--- src/rtl/alu_seq.sv ---
// Registered, handshaked ALU: ADD/XOR/SUB with {N,Z,C,V} flags, one operation in flight.
// Define ALU_MUL_EN to build op 11 as a WIDTH-cycle shift-add multiplier; otherwise op 11 reports op_err.
module alu_seq #(
    parameter int WIDTH = 16
) (
    input  logic             clk,
    input  logic             rst_n,
    input  logic             in_valid,
    output logic             in_ready,
    input  logic [WIDTH-1:0] ALU_in1,
    input  logic [WIDTH-1:0] ALU_in2,
    input  logic [1:0]       op,
    output logic             out_valid,
    input  logic             out_ready,
    output logic [WIDTH-1:0] ALU_out,
    output logic [3:0]       flags,
    output logic             op_err,
    output logic [1:0]       state_dbg
);

    // Handshake: a transfer happens on any rising edge where valid and ready are both high;
    // in_ready is high only in IDLE, out_valid only in DONE, and DONE outputs hold until out_ready.

    localparam int MSB = WIDTH - 1;

    typedef enum logic [1:0] {
        S_IDLE = 2'd0,
        S_EXEC = 2'd1,
        S_MUL  = 2'd2,
        S_DONE = 2'd3
    } state_t;

    state_t           state;
    logic [WIDTH-1:0] a_q;
    logic [WIDTH-1:0] b_q;
    logic [1:0]       op_q;

    logic [WIDTH:0]   sum;
    logic [WIDTH:0]   diff;
    logic [WIDTH-1:0] exec_res;
    logic             exec_c;
    logic             exec_v;
    logic             exec_err;
    logic [3:0]       exec_flags;

    assign state_dbg = state;

    assign sum  = {1'b0, a_q} + {1'b0, b_q};
    assign diff = {1'b0, a_q} + {1'b0, ~b_q} + (WIDTH+1)'(1);

    always_comb begin
        exec_res = '0;
        exec_c   = 1'b0;
        exec_v   = 1'b0;
        exec_err = 1'b0;
        case (op_q)
            2'b00: begin
                {exec_c, exec_res} = sum;
                exec_v = (a_q[MSB] == b_q[MSB]) && (sum[MSB] != a_q[MSB]);
            end
            2'b01: exec_res = a_q ^ b_q;
            2'b10: begin
                {exec_c, exec_res} = diff;
                exec_v = (a_q[MSB] != b_q[MSB]) && (diff[MSB] != a_q[MSB]);
            end
            default: exec_err = 1'b1;
        endcase
        // An unsupported op reports all-zero flags, so Z stays clear despite R=0.
        exec_flags = exec_err ? 4'b0000 : {exec_res[MSB], (exec_res == '0), exec_c, exec_v};
    end

`ifdef ALU_MUL_EN
    localparam int CNT_W = (WIDTH > 1) ? $clog2(WIDTH) : 1;
    localparam logic [CNT_W-1:0] LAST = CNT_W'(WIDTH - 1);

    logic [2*WIDTH-1:0] mcand;
    logic [2*WIDTH-1:0] acc;
    logic [2*WIDTH-1:0] acc_next;
    logic [WIDTH-1:0]   mplier;
    logic [CNT_W-1:0]   count;

    assign acc_next = acc + (mplier[0] ? mcand : '0);
`endif

    always_ff @(posedge clk or negedge rst_n) begin
        if (!rst_n) begin
            state     <= S_IDLE;
            in_ready  <= 1'b1;
            out_valid <= 1'b0;
            ALU_out   <= '0;
            flags     <= 4'b0000;
            op_err    <= 1'b0;
            a_q       <= '0;
            b_q       <= '0;
            op_q      <= 2'b00;
`ifdef ALU_MUL_EN
            mcand     <= '0;
            acc       <= '0;
            mplier    <= '0;
            count     <= '0;
`endif
        end else begin
            case (state)
                S_IDLE: begin
                    if (in_valid) begin
                        a_q      <= ALU_in1;
                        b_q      <= ALU_in2;
                        op_q     <= op;
                        in_ready <= 1'b0;
                        state    <= S_EXEC;
`ifdef ALU_MUL_EN
                        if (op == 2'b11) begin
                            state  <= S_MUL;
                            mcand  <= {{WIDTH{1'b0}}, ALU_in1};
                            mplier <= ALU_in2;
                            acc    <= '0;
                            count  <= '0;
                        end
`endif
                    end
                end
                S_EXEC: begin
                    ALU_out   <= exec_res;
                    flags     <= exec_flags;
                    op_err    <= exec_err;
                    out_valid <= 1'b1;
                    state     <= S_DONE;
                end
`ifdef ALU_MUL_EN
                S_MUL: begin
                    acc    <= acc_next;
                    mcand  <= mcand << 1;
                    mplier <= mplier >> 1;
                    count  <= count + CNT_W'(1);
                    // The final partial product is folded in combinationally so DONE follows the last iteration.
                    if (count == LAST) begin
                        ALU_out   <= acc_next[WIDTH-1:0];
                        flags     <= {acc_next[MSB], (acc_next[WIDTH-1:0] == '0),
                                      (acc_next[2*WIDTH-1:WIDTH] != '0), 1'b0};
                        op_err    <= 1'b0;
                        out_valid <= 1'b1;
                        state     <= S_DONE;
                    end
                end
`endif
                S_DONE: begin
                    if (out_ready) begin
                        out_valid <= 1'b0;
                        in_ready  <= 1'b1;
                        state     <= S_IDLE;
                    end
                end
                default: begin
                    in_ready  <= 1'b1;
                    out_valid <= 1'b0;
                    state     <= S_IDLE;
                end
            endcase
        end
    end

endmodule
--- config.mk ---
export PLATFORM = sky130hd
export DESIGN_NAME = alu_seq
export DESIGN_NICKNAME = d
export VERILOG_FILES = /design/src/rtl/alu_seq.sv
export SDC_FILE = /design/constraint.sdc
export NUM_CORES = 1
export LEC_CHECK = 0
export BUFFER_PORTS_ARGS = -buffer_cell sky130_fd_sc_hd__clkbuf_2
export CAP_MARGIN = 0
export CORE_MARGIN = 5
export CORE_UTILIZATION = 35
export CTS_BUF_LIST = sky130_fd_sc_hd__clkbuf_8
export CTS_CLUSTER_SIZE = 12
export DETAILED_ROUTE_END_ITERATION = 10
export PLACE_DENSITY = 0.52
export SLEW_MARGIN = 20
export SYNTH_ARGS = -nofsm -noshare
export SYNTH_HDL_FRONTEND = slang
export SYNTH_SLANG_ARGS = --single-unit
--- constraint.sdc ---
create_clock -name clk -period 2.7 [get_ports clk]
set_clock_uncertainty 0.05 [all_clocks]
set_input_delay 0.405 -clock clk [delete_from_list [all_inputs] [get_ports clk]]
set_output_delay 0.405 -clock clk [all_outputs]
set_load 0.02 [all_outputs]
==> results of run 1 <==
-- state kept, by name, summed over array words and instances (netlist names), 2 cells and up --
name and flops:
a_q 16, flags 4, ALU_out 16, state_dbg 2, b_q 16, op_q 2
-- layout make-up --
type	count	area, um2
Inverter	32	120
Clock inverter	7	30.0
Clock buffer	9	124
Timing Repair Buffer	176	1230
Fill cell	1089	5580
Tap cell	143	179
Multi-Input combinational cell	348	2730
Sequential cell	59	1480
-- worst max-delay path: cells and delay by family, from the launching register on --
| family | cells | cell delay, ns |
|---|---|---|
| flops | 1 | 0.45 |
| fa+ha+maj | 2 | 0.55 |
| compound gates | 3 | 0.61 |
| simple gates | 6 | 1.39 |
-- synthesized netlist by cell type (5+ instances only) --
cell type	n
xnor2_1	5
o21ai_0	34
nand3_1	8
nor4_1	5
o21ai_1	6
a311oi_1	5
mux2_2	21
a31oi_1	5
o31ai_1	6
a21oi_1	22
clkbuf_1	21
a21o_1	8
nand2_1	56
nor3_1	8
nor2_1	35
inv_1	30
dfrtp_1	58
ha_1	33
nand2b_1	10
o21bai_1	6
-- cells in the final DEF (no fill, tap or decap), types with 4 or more instances in the layout --
cell type	instances
o21ai_0	33
nor2_1	32
o211ai_1	4
o31ai_1	5
nand3_1	7
o21bai_1	6
a311oi_1	4
clkbuf_2	62
nand2_1	55
o32a_1	4
inv_2	4
and3_1	4
a21oi_1	16
inv_1	31
nor3_1	8
ha_4	5
xnor2_1	5
mux2_2	20
nand2b_1	8
dfrtp_1	58
clkbuf_8	9
a211oi_1	4
buf_4	103
ha_1	26
buf_6	8
a21o_1	8
a31oi_1	4
-- stage by stage --
step                      hold WS, ns  std cells
after floorplan                0.0594        465
after global placement          0.411        748
after detailed placement        0.413        748
after CTS                      0.0853        768
after global routing            0.135        774
final                          0.0757        774
-- cells by family after synthesis --
logic type / count (synthesis) / synth area share
fa+ha+maj: 35 / 0.110
buf+inv: 58 / 0.0536
flops: 59 / 0.358
xor+xnor: 6 / 0.0127
simple gates: 148 / 0.172
mux: 23 / 0.0621
compound gates: 136 / 0.232
-- worst paths after layout --
check | start | to | slack [ns]
worst max-delay path | b_q[0]$_DFFE_PN0P_ | flags[2]$_DFFE_PN0P_ | -0.44
worst max register to register | b_q[0]$_DFFE_PN0P_ | flags[2]$_DFFE_PN0P_ | -0.44
max in group asynchronous | rst_n | ALU_out[7]$_DFFE_PN0P_ | 1.89
worst min-delay path | rst_n | state_dbg[1]$_DFFE_PN0P_ | 0.08
worst min register to register | ALU_out[14]$_DFFE_PN0P_ | ALU_out[14]$_DFFE_PN0P_ | 0.42
min in group clk | ALU_in2[7] | b_q[7]$_DFFE_PN0P_ | 0.20
-- routing by layer --
metal	global-route usage	wire, um	up-vias
met5	0	0	-
met4	0.0666	267	0
met3	0.0353	464	20
met2	0.249	5010	75
met1	0.244	5880	1857
li1	-	-	2003
-- what timing repair did --
item,in CTS,in global routing
gates cloned,0,0
setup buffers,4,6
endpoints found under the setup margin,8,12
hold endpoints to repair,0,0
pin swaps,14,13
gates resized for setup,23,33
==> results.md, run 1 <==
* Status: complete, but fails checks
* Failing checks: setup timing
* TritonCTS clock tree: yes
* Grt total ovfl at 0
* Post-Syn Area at 0.00413 mm2
* Worst slack, placed at -0.453 ns
* Share of cells above drive strength 1 at 0.418
* Max Slew Vio Count at 0
* Final setup violation count at 7
* CP Launch Type: flip-flop
* Cells after synthesis at between 400 and 500
* Vias in the first global route at a little under 4000
* Global-route wire length before repair at 19.5 mm
* CTS Hold Buffers Added at 0
* CTS root buf: clkbuf_8
* Vias per inst at just over 5
* Count of different cell masters after synthesis at 67
* # DRC at 0
* Fin. Hold Viols at 0
* Synth warnings at 0
* CTS Sinks at between 50 and 60
* Asr flop ratio synth at 1.00
* Largest net degree at the start of global routing at between 50 and 60
* RSZ-0062 raised after global routing: yes
* DR WL/cell at approximately 15 um
* Site Rows at 39
* Critical Path AT at between 3 and 4 ns
* Initial antenna violation count at 0
* Synth Register Bits at 59
* # diodes at 0
* HP Class: primary input to async pin
* Crit-path max FO at 4
* Syn_nets at 538
* Worst path slowest cell: dfrtp_1
* Seq/Total Area, Yosys at 0.358
* Final ANT Viol Nets at 0
* CP Capture Type: flip-flop
* Reg2reg path depth at 11
* Max_cap viols at 0
* Die width at between 100 and 150 um
* DIE AREA at about 0.014 mm2
* Largest cells by area after synthesis: dfrtp_1, ha_1, mux2_2
* H-tree depth at 3
* Placer Congestion at a little under 0.9
* Area after DPL at 0.00538 mm2
* Final Instance Area at about 0.0059 mm2
* P&R area growth vs syn at 42.7%
* Number of placed I/O pins at 63
* TritonRoute pass-1 iters at 4
* Overall global routing resource usage at 0.170
* Least-Margin Pin Slew at roughly 0.8 ns
* Top cell type's share of synthesized area at 0.352
* Via Count at roughly 4000
* Final WS setup at -0.442 ns
* Core box area at about 0.011 mm2
* Clock Path Buffers at 2
* Ys flop type: dfrtp_1
* Die Span Y at around 120 um
* Syn_area_per_cell at 8.88 um2
* Cell Chain, Critical Path: ha_2, fa_2, nand2b_4, a32oi_1, o32a_1, nor4bb_2, nand3_1, nor4_2, nand4_1, or4_4, o31ai_4
* DPL Wire Length at ~8.8 mm
* Clock Latency Late Sink at between 0.3 and 0.4 ns
* Required time worst endpoint at roughly 2.9 ns
* CP max stage delay at about 0.45 ns
* Max_slew headroom at 0.468
* Nets@finish at about 700
* Post-synth EDFFs at 0
* Num CTS Buffers at 9
* Final Core Density at 0.514
* Final WL at 11.6 mm
* Minimum clock period at approximately 3.1 ns
* Fmax at approximately 320 MHz
* Crit Path Category: flip-flop to flip-flop
* Initial Util at 0.360
* Cell taking the most area after synthesis: dfrtp_1
* PortBufs at 62
* Post-route clock period utilization at 1.16
* Final setup TNS at -1.14 ns
* Clk pin slew, worst setup/hold paths at 0.06 ns
* Initial DRC count at 206
Power of run 1 is left out: the tool's default activity adds up to more than one toggle a clock period on the data nets, which glitch-free logic cannot reach.
==> inputs of run 2 (changes only) <==
--- a/config.mk
+++ b/config.mk
@@ -12,7 +12,7 @@
 export CTS_BUF_LIST = sky130_fd_sc_hd__clkbuf_8
 export CTS_CLUSTER_SIZE = 12
 export DETAILED_ROUTE_END_ITERATION = 10
-export PLACE_DENSITY = 0.52
+export PLACE_DENSITY = 0.51
 export SLEW_MARGIN = 20
 export SYNTH_ARGS = -nofsm -noshare
 export SYNTH_HDL_FRONTEND = slang
==> constraint.sdc (replaced) <==
create_clock -name clk -period 3.05 [get_ports clk]
set_clock_uncertainty 0.05 [all_clocks]
set_input_delay 0 -clock clk [delete_from_list [all_inputs] [get_ports clk]]
set_output_delay 0 -clock clk [all_outputs]
set_load 0.02 [all_outputs]
==> results.md, run 2 (synthesized netlist as in run 1, its figures left out) <==
* Final Core Density at 0.496 (-0.0181)
* Failing checks: setup timing
* RSZ-0062 raised after global routing: yes
* Vias in the first global route at 3907 (-0.53%)
* Crit-path max FO at 5 (+1)
* PortBufs at 62 (unchanged)
* Placer Congestion at 0.843 (-4.3%)
* Area of the multi-input gates at 0.00264 mm2 (-3.2%)
* Largest registers: ALU_out (16), a_q (16), b_q (16)
* Reg area at 0.00148 mm2 (unchanged)
* Number of placed I/O pins at 63 (unchanged)
* Crit Path Category: flip-flop to flip-flop
* Required time worst endpoint at 3.27 ns (+0.35 ns)
* H-tree depth at 3 (unchanged)
* CP Launch Type: flip-flop
* TritonRoute pass-1 iters at 4 (unchanged)
* Final WS setup at -0.0106 ns (+0.431 ns)
* Final ANT Viol Nets at 0 (unchanged)
* CTS root buf: clkbuf_8
* Fmax at 327 MHz (+2.7%)
* CP dominant cell by count: buf_4
* Grt total ovfl at 0 (unchanged)
* Largest net degree at the start of global routing at 41 (-24%)
* Core box area at 0.0115 mm2 (unchanged)
* Num CTS Buffers at 9 (unchanged)
* Most frequent cells in the layout: clkbuf_2, dfrtp_1, nand2_1
* Die width at 119 um (unchanged)
* Initial antenna violation count at 0 (unchanged)
* Status: complete, but fails checks
* Final setup violation count at 1 (-6)
* Final WL at 11.3 mm (-2.5%)
* Overall global routing resource usage at 0.165 (-0.00511)
* DPL Wire Length at 8.44 mm (-4.4%)
* HP Class: primary input to async pin
* Commonest non-fill, non-tap cell in the layout: clkbuf_2
* Vias per inst at 5.21 (+2.0%)
* Reg-to-Reg End: flags[2]$_DFFE_PN0P_
* TritonCTS clock tree: yes
* Initial DRC count at 214 (+3.9%)
* Least-Margin Pin Slew at 0.907 ns (+0.109 ns)
* CP Capture Type: flip-flop
* P&R area growth vs syn at 37.6%
* Minimum clock period at 3.06 ns (-0.0812 ns)
* Clock Latency Late Sink at 0.36 ns (about the same)
* # DRC at 0 (unchanged)
* Share of cells above drive strength 1 at 0.313 (-0.105)
* Reg2reg path depth at 12 (+1)
* Cell Chain, Critical Path: ha_1, nor2_2, a21oi_4, a311oi_2, o31ai_2, buf_4, buf_4, nand3b_1, o221ai_2, a211o_1, or4_4, o31ai_4
* Site Rows at 39 (unchanged)
* # diodes at 0 (unchanged)
* Via Count at 3910 (-1.1%)
* Global-route wire length before repair at 19.1 mm (-2.1%)
* Initial Util at 0.360 (unchanged)
* Reg2Reg Setup Slack at -0.01 ns (+0.43 ns)
* Fin. Hold Viols at 0 (unchanged)
* Layout fillers at 1094 (+0.46%)
* CTS Sinks at 59 (unchanged)
* Die Span Y at 119 um (unchanged)
* Clk pin slew, worst setup/hold paths at 0.06 ns (about the same)
* Max_slew headroom at 0.395 (-0.0726)
* Min Hold Slack at 0.271 ns (+0.195 ns)
* Reg2reg start: a_q[3]$_DFFE_PN0P_
* DR WL/cell at 15.1 um (+0.64%)
* CP max stage delay at 0.50 ns (+0.05 ns)
* Nets@finish at 675 (-3.4%)
* Critical Path AT at 3.28 ns (-0.08 ns)
* DIE AREA at 0.0141 mm2 (unchanged)
* Clock Path Buffers at 2 (unchanged)
* Worst path slowest cell: or4_4
* Post-route clock period utilization at 1.00 (-0.160)
* Max Slew Vio Count at 0 (unchanged)
* Max_cap viols at 0 (unchanged)
run 2: timing repair:
action / in CTS / in global routing
buffers inserted: 8 / 1
hold buffers: 38 / 0
endpoints found under the hold margin: 75 / 0
setup endpoints to repair: 1 / 6
gates cloned: 0 / 0
pin swaps: 13 / 14
resized for setup: 17 / 22
run 2: worst max-delay path by stage:
stage                        from              endpoint  slack (ns)  depth (start not counted)
2_1_floorplan  b_q[0]$_DFFE_PN0P_  flags[2]$_DFFE_PN0P_        0.08                         12
3_3_place_gp   a_q[0]$_DFFE_PN0P_  flags[2]$_DFFE_PN0P_       -0.10                         13
3_5_place_dp   a_q[0]$_DFFE_PN0P_  flags[2]$_DFFE_PN0P_       -0.20                         13
4_1_cts        a_q[0]$_DFFE_PN0P_  flags[2]$_DFFE_PN0P_       -0.03                         13
5_1_grt        b_q[0]$_DFFE_PN0P_  flags[2]$_DFFE_PN0P_       -0.13                         11
6_report       a_q[3]$_DFFE_PN0P_  flags[2]$_DFFE_PN0P_       -0.01                         12
run 2: final cells by class:
cell class                 instances  area share
inverter                          32      0.0211
multi-input combinational        348       0.465
clock buffer                      11      0.0266
sequential                        59       0.260
clock inverter                     5     0.00374
tap                              143      0.0315
timing repair buffer             152       0.192
run 2: metrics by stage:
stage          cells  cell area (um2)  setup WS, ns  setup TNS (ns)
2_1_floorplan    465             4130        0.0786               0
6_report         750             5680       -0.0106         -0.0106
3_5_place_dp     687             4860        -0.197          -0.197
3_3_place_gp     687             4860        -0.105          -0.105
4_1_cts          749             5550       -0.0344         -0.0344
5_1_grt          750             5680        -0.135          -0.162
run 2: per-layer routing:
| layer | routed length [um] | vias to the layer above | global-route usage | part of all wire |
|---|---|---|---|---|
| met5 | 0 | - | 0 | 0 |
| met4 | 124 | 0 | 0.0560 | 0.011 |
| met3 | 522 | 11 | 0.0368 | 0.046 |
| met2 | 5180 | 83 | 0.259 | 0.46 |
| met1 | 5500 | 1876 | 0.224 | 0.49 |
| li1 | - | 1940 | - | - |
run 2: critical path, delay by kind of cell, from the launching register on:
family,cells,cell delay [ns]
compound gates,6,1.06
simple gates,3,0.89
flops,1,0.40
fa+ha+maj,1,0.31
buf+inv,2,0.27
Power of run 2 is left out for the same reason.
==> inputs of run 3 (changes only) <==
==> constraint.sdc (replaced) <==
create_clock -name clk -period 3.11 [get_ports clk]
set_clock_uncertainty 0.05 [all_clocks]
set_input_delay 0 -clock clk [delete_from_list [all_inputs] [get_ports clk]]
set_output_delay 0 -clock clk [all_outputs]
set_load 0.02 [all_outputs]
==> results.md, run 3 (synthesized netlist as in run 1, its figures left out) <==
* DPL Wire Length at 8.04 mm (-4.7%)
* Initial Util at 0.360 (unchanged)
* Die Span Y at 119 um (unchanged)
* HP Class: primary input to async pin
* H-tree depth at 3 (unchanged)
* Crit-path max FO at 4 (-1)
* PortBufs at 62 (unchanged)
* Final ANT Viol Nets at 0 (unchanged)
* Minimum clock period at 3.08 ns (+0.0192 ns)
* Vias per inst at 5.26 (+0.85%)
* Clock Latency Late Sink at 0.35 ns (about the same)
* Clk pin slew, worst setup/hold paths at 0.07 ns (about the same)
* Post-route clock period utilization at 0.990 (-0.0132)
* Placer Congestion at 0.843 (about the same)
* Share of cells above drive strength 1 at 0.299 (-0.0140)
* CP Capture Type: flip-flop
* DIE AREA at 0.0141 mm2 (unchanged)
* Final Instance Count excl. Fillers at 745 (-0.67%)
* RSZ-0062 raised after global routing: yes
* Site Rows at 39 (unchanged)
* CP Launch Type: flip-flop
* Number of placed I/O pins at 63 (unchanged)
* Initial antenna violation count at 0 (unchanged)
* Commonest non-fill, non-tap cell in the layout: clkbuf_2
* Most frequent cells in the layout: clkbuf_2, dfrtp_1, nand2_1
* Via Count at 3917 (+0.18%)
* Die width at 119 um (unchanged)
* Final Core Density at 0.488 (-0.00709)
* Global-route wire length before repair at 18.4 mm (-3.3%)
* Final Instance Area at 0.00560 mm2 (-1.4%)
* Placed Cells at 681 (-0.87%)
* # DRC at 0 (unchanged)
* Cell Chain, Critical Path: ha_2, fa_2, nand2b_4, a21oi_4, a311oi_1, o31ai_1, o221ai_1, a211o_1, or4_4, o31ai_4
* Critical Path AT at 3.29 ns (about the same)
* Max Slew Vio Count at 0 (unchanged)
* Vias in the first global route at 3731 (-4.5%)
* Area after DPL at 0.00480 mm2 (-1.2%)
* Max_cap viols at 0 (unchanged)
* TritonRoute pass-1 iters at 6 (+2)
* Worst setup path startpoint: b_q[0]$_DFFE_PN0P_
* Overall global routing resource usage at 0.156 (-0.00831)
* Largest net degree at the start of global routing at 60 (+46%)
* # diodes at 0 (unchanged)
* Num CTS Buffers at 9 (unchanged)
* Nets@finish at 671 (-0.59%)
* Crit Path Category: flip-flop to flip-flop
* Max_slew headroom at 0.453 (+0.0574)
* Final WL at 11.2 mm (-1.4%)
* Core box area at 0.0115 mm2 (unchanged)
* CTS Sinks at 59 (unchanged)
* Initial DRC count at 335 (+57%)
* Largest registers: ALU_out (16), a_q (16), b_q (16)
* TritonCTS clock tree: yes
* DR WL/cell at 15.0 um (-0.73%)
* Status: complete, no violations
* Least-Margin Pin Slew at 0.819 ns (-0.0882 ns)
* Fin. Hold Viols at 0 (unchanged)
* Reg2reg start: b_q[0]$_DFFE_PN0P_
* Clock Path Buffers at 2 (unchanged)
* Worst path slowest cell: or4_4
* Reg2reg path depth at 10 (-2)
* Final setup violation count at 0 (-1)
* Required time worst endpoint at 3.32 ns (+0.05 ns)
* CP max stage delay at 0.55 ns (+0.05 ns)
* Grt total ovfl at 0 (unchanged)
* Fmax at 325 MHz (-0.62%)
* CTS root buf: clkbuf_8
* P&R area growth vs syn at 35.7%
-- run 3: cell types whose count changed in the layout (fill, tap and decap cells not counted), sizes merged --
cell	previous run	this run
buf	53	48
clkbuf	72	74
inv	34	32
-- run 3: routing by layer --
metal  up-vias  global-route usage  share of wire
met5         -                   0              0
met4         0              0.0418         0.0089
met3         8              0.0325          0.058
met2       103               0.243           0.45
met1      1872               0.221           0.48
li1       1934                   -              -
-- run 3: area by class of cell --
| type | instances | area, um2 |
|---|---|---|
| tap | 143 | 179 |
| multi-input combinational | 348 | 2590 |
| clock buffer | 12 | 165 |
| timing repair buffer | 148 | 1050 |
| clock inverter | 3 | 13.8 |
| sequential | 59 | 1480 |
| inverter | 32 | 120 |
| fill | 1086 | 5870 |
-- run 3: metrics by stage --
step                      setup TNS, ns  hold WS, ns  worst slack, ns
after global routing             -0.183        0.359           -0.159
after global placement          -0.0575        0.155          -0.0575
after CTS                             0        0.333         0.000587
after floorplan                       0       -0.346            0.139
final                                 0        0.290           0.0302
after detailed placement         -0.139        0.158           -0.139
-- run 3: worst max-delay path: cells and delay by family (launching register included) --
kind	cells	cell delay (ns)
flops	1	0.41
fa+ha+maj	2	0.53
simple gates	2	0.75
compound gates	6	1.26
-- run 3: repair_timing --
item | CTS | global route
setup buffers | 8 | 3
pin swaps | 14 | 8
gates cloned | 0 | 0
hold endpoints to repair | 96 | 0
endpoints found under the setup margin | 1 | 2
hold buffers | 38 | 0
gates resized for setup | 18 | 15
-- run 3: final timing paths --
kind	end	slack [ns]
min reg2reg	ALU_out[14]$_DFFE_PN0P_	0.43
min	a_q[4]$_DFFE_PN0P_	0.29
max reg2reg	flags[2]$_DFFE_PN0P_	0.03
max in group asynchronous	ALU_out[5]$_DFFE_PN0P_	2.22
max	flags[2]$_DFFE_PN0P_	0.03
min in group clk	b_q[14]$_DFFE_PN0P_	0.35
Power of run 3 is left out for the same reason.
